[config.mk]
export PLATFORM = sky130hd
export DESIGN_NAME = icache_2way
export DESIGN_NICKNAME = d
export VERILOG_FILES = /design/src/rtl/icache_2way.sv
export SDC_FILE = /design/constraint.sdc
export NUM_CORES = 2
export LEC_CHECK = 0
export ABC_AREA = 1
export CAP_MARGIN = 40
export CORE_ASPECT_RATIO = 0.6
export CORE_MARGIN = 2
export CORE_UTILIZATION = 50
export CTS_BUF_LIST = sky130_fd_sc_hd__clkbuf_4 sky130_fd_sc_hd__clkbuf_8
export DETAILED_ROUTE_END_ITERATION = 8
export PLACE_DENSITY_LB_ADDON = 0.08
export SKIP_LAST_GASP = 1
export SLEW_MARGIN = 5
export SYNTH_ARGS = -nofsm -noshare
export SYNTH_HDL_FRONTEND = slang
export SYNTH_SLANG_ARGS = --single-unit
[constraint.sdc]
create_clock -name clock -period 41.3 [get_ports clock]
set_clock_uncertainty 0.05 [all_clocks]
set_input_delay 10.325 -clock clock [delete_from_list [all_inputs] [get_ports clock]]
set_output_delay 10.325 -clock clock [all_outputs]
set_load 0.02 [all_outputs]
[src/rtl/icache_2way.sv]
// icache_2way: two-way set-associative, read-only instruction cache.
// Per-set LRU replacement, registered refill controller with a latched miss
// address, and a SETS-cycle flush that walks every set clearing valid and lru.
module icache_2way #(
  parameter int unsigned ADDR_W = 32,
  parameter int unsigned SETS   = 8,
  parameter int unsigned WORDS  = 4,
  localparam int unsigned OFF_W = $clog2(WORDS),
  localparam int unsigned IDX_W = $clog2(SETS),
  localparam int unsigned TAG_W = ADDR_W - 2 - OFF_W - IDX_W,
  localparam int unsigned BLK_W = ADDR_W - 2 - OFF_W
) (
  input  logic                clock,
  input  logic                reset,
  input  logic [ADDR_W-1:0]   pc,
  input  logic                cpu_read,
  input  logic                flush,
  output logic [31:0]         instruction,
  output logic                busywait,
  output logic                hit,
  output logic                mem_read,
  output logic [BLK_W-1:0]    mem_address,
  input  logic [32*WORDS-1:0] mem_readdata,
  input  logic                mem_busywait
);

  typedef logic [WORDS-1:0][31:0] line_t;
  typedef enum logic [1:0] {IDLE, REFILL, FLUSH} state_t;

  state_t state, state_next;

  line_t            data0 [SETS];
  line_t            data1 [SETS];
  logic [TAG_W-1:0] tag0  [SETS];
  logic [TAG_W-1:0] tag1  [SETS];
  logic [SETS-1:0]  valid0;
  logic [SETS-1:0]  valid1;
  logic [SETS-1:0]  lru;

  logic [TAG_W-1:0] miss_tag;
  logic [IDX_W-1:0] miss_idx;
  logic [IDX_W-1:0] flush_cnt;
  logic             flush_pending;

  logic [OFF_W-1:0] offset;
  logic [IDX_W-1:0] idx;
  logic [TAG_W-1:0] tag;
  logic             match0;
  logic             match1;
  logic             victim;

  logic             fill;
  logic             hit_upd;
  logic             miss_latch;
  logic             flush_clr;
  logic             pend_set;
  logic             pend_clr;

  logic             unused_pc_bits;

  // Address decode and tag compare for the current pc
  assign offset = pc[OFF_W+1:2];
  assign idx    = pc[OFF_W+IDX_W+1:OFF_W+2];
  assign tag    = pc[ADDR_W-1:ADDR_W-TAG_W];
  assign match0 = valid0[idx] && (tag0[idx] == tag);
  assign match1 = valid1[idx] && (tag1[idx] == tag);
  assign unused_pc_bits = ^pc[1:0];

  // Fill empty ways in order, otherwise replace the way lru names
  assign victim = valid0[miss_idx] ? (valid1[miss_idx] ? lru[miss_idx] : 1'b1) : 1'b0;

  assign mem_address = {miss_tag, miss_idx};

  // Next-state and output decode; everything stays quiet while reset is held
  always_comb begin
    state_next  = state;
    hit         = 1'b0;
    busywait    = 1'b0;
    mem_read    = 1'b0;
    instruction = '0;
    fill        = 1'b0;
    hit_upd     = 1'b0;
    miss_latch  = 1'b0;
    flush_clr   = 1'b0;
    pend_set    = 1'b0;
    pend_clr    = 1'b0;
    if (reset) begin
      case (state)
        IDLE: begin
          if (cpu_read) begin
            if (match0 || match1) begin
              hit         = 1'b1;
              instruction = match1 ? data1[idx][offset] : data0[idx][offset];
              hit_upd     = 1'b1;
            end else begin
              busywait = 1'b1;
              if (!flush) begin
                miss_latch = 1'b1;
                state_next = REFILL;
              end
            end
          end
          if (flush) begin
            state_next = FLUSH;
          end
        end
        REFILL: begin
          mem_read = 1'b1;
          busywait = 1'b1;
          if (flush) begin
            pend_set = 1'b1;
          end
          if (!mem_busywait) begin
            fill       = 1'b1;
            pend_clr   = 1'b1;
            state_next = (flush || flush_pending) ? FLUSH : IDLE;
          end
        end
        FLUSH: begin
          busywait  = 1'b1;
          flush_clr = 1'b1;
          if (flush_cnt == IDX_W'(SETS - 1)) begin
            state_next = IDLE;
          end
        end
        default: state_next = IDLE;
      endcase
    end
  end

  // Controller state, flush walk counter and latched miss address
  always_ff @(posedge clock or negedge reset) begin
    if (!reset) begin
      state         <= IDLE;
      flush_pending <= 1'b0;
      flush_cnt     <= '0;
      miss_tag      <= '0;
      miss_idx      <= '0;
    end else begin
      state <= state_next;
      if (pend_clr) begin
        flush_pending <= 1'b0;
      end else if (pend_set) begin
        flush_pending <= 1'b1;
      end
      if (flush_clr) begin
        flush_cnt <= flush_cnt + IDX_W'(1);
      end
      if (miss_latch) begin
        miss_tag <= tag;
        miss_idx <= idx;
      end
    end
  end

  // Valid and lru bookkeeping: flush walk, refill install, hit touch
  always_ff @(posedge clock or negedge reset) begin
    if (!reset) begin
      valid0 <= '0;
      valid1 <= '0;
      lru    <= '0;
    end else if (flush_clr) begin
      valid0[flush_cnt] <= 1'b0;
      valid1[flush_cnt] <= 1'b0;
      lru[flush_cnt]    <= 1'b0;
    end else if (fill) begin
      if (victim) begin
        valid1[miss_idx] <= 1'b1;
      end else begin
        valid0[miss_idx] <= 1'b1;
      end
      lru[miss_idx] <= ~victim;
    end else if (hit_upd) begin
      lru[idx] <= ~match1;
    end
  end

  // Line data and tag storage, written only by a completing refill
  always_ff @(posedge clock) begin
    if (fill) begin
      if (victim) begin
        data1[miss_idx] <= mem_readdata;
        tag1[miss_idx]  <= miss_tag;
      end else begin
        data0[miss_idx] <= mem_readdata;
        tag0[miss_idx]  <= miss_tag;
      end
    end
  end

endmodule

==> impl_metrics.yaml <==
global_route:
  grt.busiest_layer: "met2"
  use_met1_pct: 43.4
  met3_usage_pct: 6.84
  antenna_violations_before_repair: 46
  grt_remaining_overflow: 0
  grt_use_met2_pct: 43.4
  pin_count_of_the_biggest_net_entering_global_routing: 127
  vias_in_the_first_global_route: 55595
  grt_util_all_layers_pct: 29.0
  grt_first_pass_wirelength_um: 406000
finish:
  area_growth_pct: 13.3
  drive_gt1_share_pct: 12.2
  fin_area_um2: 108000
  instances_no_fill: 9752
  fin_util_pct: 56.8
  final_common_cell: "edfxtp_1"
  filler_cell_count: 15208
  most_used_cells_in_the_layout_excluding_fill_and_tap_cells: "edfxtp_1 (2448), nand2_1 (779), nor2_1 (729)"
  fin_nets: 7105
synth:
  synth.distinct_cells: 44
  synth.largest_area_cell: "edfxtp_1"
  ys_seq_elements: 2506
  syn-instance-count: 6564
  post_synth_instance_area_um2: 95200
  synth.area.mux_share_pct: 0
  synthTopCellsByArea: "edfxtp_1 (77%), o22ai_1 (4.7%), nand2_1 (3.1%)"
  main_combinational_cell_family_by_area_after_synthesis: "simple AND/OR/NAND/NOR gates"
  synth_adder_area_share_pct: 0.0788
  post_synthesis_net_count: 6735
  synthesized_area_fraction_occupied_by_xor_and_xnor_cells_pct: 0.00920
  synth_compound_area_share_pct: 8.60
  synth.avg_cell_area_um2: 14.5
  synth.yosys.warnings: 0
  yosys.area_share.simple_pct: 9.59
  yosys.area.top_type_share_pct: 77.2
  synth.yosys.seq_area_share_pct: 78.7
run:
  drv_cap: 0
clock_tree:
  cts.path.max_buffers: 4
  cts_post_setup_buffers_inserted: 0
  cts.repair.resized: 0
  clkTransAtPathRegs_ns: 0.06
  numCtsBuffers: 363
  clk_root_buffer_cell: "clkbuf_8"
  clkLatencyLatePin_ns: 0.97
  cts_tree: "yes"
  tritoncts_sink_count: 2506
  clock_tree.htree_level_count: 5
  cts_hold_repair.buffers: 0
timing:
  finalSetupViolations: 0
  finalHoldViolations: 0
  relSlewSlack_pct: 25.8
  post-route-worst-setup-slack_ns: 14.26
  worst-slew-pin-transition_ns: 1.11
  hold_slack_ns: 0.473
  report.final.slew_viol_count: 0
  rsz0062_at_grt: "no"
  tns_ns: 0
  layout_worst_path_cycle_share_pct: 65.5
  clock.fmax_ghz: 0.0370
  finalCriticalPeriod_ns: 27.04
worst_setup_path:
  critPathSlowestCell: "clkdlybuf4s50_1"
  cp-end-kind: "output pin"
  worstPathMaxFanout: 23
  cp.arrival_ns: 16.67
  cp_data_required_time_ns: 30.92
  biggest_cell_delay_along_the_critical_path_ns: 1.02
  crit_path_kind: "input port to output pin"
  cpLargestDelayFamily: "buffers and inverters"
  critPathMostFrequentCell: "nand2_1"
  critPathLaunchType: "input port"
  crit_path_cell_trace: "clkdlybuf4s50_1 > nand2_2 > buf_4 > inv_2 > nand3_1 > nand2_1 > nor3_1 > nor2_1 > nand2_1 > nor2_1 > nand2_1 > nor2_1 > nand2_4 > inv_2 > buf_4 > nand2_1 > nand2_1 > nor2_1 > clkdlybuf4s50_1"
  timing.critical_path.buf_inv: 6
route:
  number_of_routed_nets_with_antenna_violations: 0
  detailedRoute.firstPassIterationCount: 6
  wl_per_cell_um: 29.3
  dr_vias: 58624
  drt_first_iter_violations: 7183
  postRouteWirelength_um: 286000
  vias_per_cell: 6.01
  drc: 0
placement:
  detailedPlacementHpwl_um: 147000
  placement.setup.worst_slack_ns: 14.34
  gpl.final_weighted_congestion: 0.947
  place_inst: 9087
  dpl_cell_area_um2: 101000
  io_buffer_count: 225
floorplanning:
  io_pins: 228
  fp.coreArea_um2: 190000
  die_area_um2: 194000
  die_height_um: 342
  start_util_pct: 50.1
  num_rows: 124
  chipWidth_um: 567
hold_path:
  timing.hold.worst.class: "flip-flop to flip-flop"
power_and_ir_drop:
  cellLeakagePower_nw: 36.4
  report.power.total_mw: 5.35
  power.density_cell_area_nw_per_um2: 49.6
  ir_worst_vdd_v: 0.0000280
run_status:
  status: "finished clean"
[cell families (layout without fill, tap and decap cells)]
kind of cell,after synthesis,count (layout)
other cells,0,12
simple gates,2117,2117
flops,2506,2506
xor+xnor,1,1
buf+inv,683,1339
fa+ha+maj,6,6
compound gates,1251,1251
[worst register-to-register path: stages, from the launching register on]
cell     delay (ns)
dfrtp_1        0.56
inv_1          0.15
nor3_1         0.56
inv_1          0.19
o22ai_1        0.18
nor2_1         0.07
nand3_1        0.07
nand2_1        0.24
nor2_1         0.17
inv_1          0.29
nor2_4         0.29
buf_12         0.23
buf_4          0.73
buf_4          0.77
[state kept, by name (all words and copies together), names as in the netlist]
register	count
tag0	200
flush_cnt	3
tag1	200
valid1	8
miss_idx	3
valid0	8
flush_pending	1
state	2
data1	1024
data0	1024
lru	8
miss_tag	25
[report_power, final]
group / switching [mW] / internal [mW] / leakage (nW)
Combinational: 0.284 / 0.122 / 9.86
Sequential: 0.0824 / 2.90 / 22.8
Clock: 0.957 / 1.00 / 3.76
Total: 1.32 / 4.03 / 36.4
[cell usage after synthesis, drive strengths merged]
master and n:
edfxtp 2448, nand2 789, nor2 740, o22ai 714
inv 326, nand3 225, o21ai 200, buf 198
clkbuf 157, or2 140, o2111ai 132, o211ai 94
nor3 83, nor4 68, dfrtp 58, nand3b 49
o22a 47, a21oi 24, o221ai 16, nor3b 10
nand4 8, o31ai 8, ha 6, a22oi 5
o21a 4, o41ai 4, and3 3, clkinv 2
o2bb2ai 2, and2 1, and3b 1, o221a 1
xor2 1
[layout make-up]
class | instances | area (µm²) | share of cell area [%]
clock buffers | 510 | 6150 | 5.70
clock inverters | 141 | 875 | 0.810
diodes | 12 | 30.0 | 0.0278
inverters | 328 | 1310 | 1.21
flip-flops and latches | 2506 | 75000 | 69.5
multi-input cells | 3375 | 17600 | 16.3
repair buffers | 360 | 3890 | 3.60
well taps | 2520 | 3150 | 2.92
[per-layer routing]
metal | routed length (µm) | share of wire, % | vias up
li1 | - | - | 25593
met1 | 125000 | 44 | 29926
met2 | 127000 | 45 | 2670
met3 | 27800 | 9.7 | 407
met4 | 5250 | 1.8 | 28
met5 | 175 | 0.061 | -
[worst paths after layout]
path / startpoint / end / slack (ns) / cells after the start
setup / recovery: pc[6] / instruction[15] / 14.26 / 19
min in group asynchronous: reset / miss_tag[7] / 9.21 / 1
hold reg to reg: lru[4] / lru[4] / 0.47 / 2
hold / removal: lru[4] / lru[4] / 0.47 / 2
max in group asynchronous: reset / miss_tag[10] / 31.12 / 3
setup reg to reg: miss_idx[0] / data1[5][44] / 36.34 / 13
No activity file was read; power rests on OpenSTA's default activity.
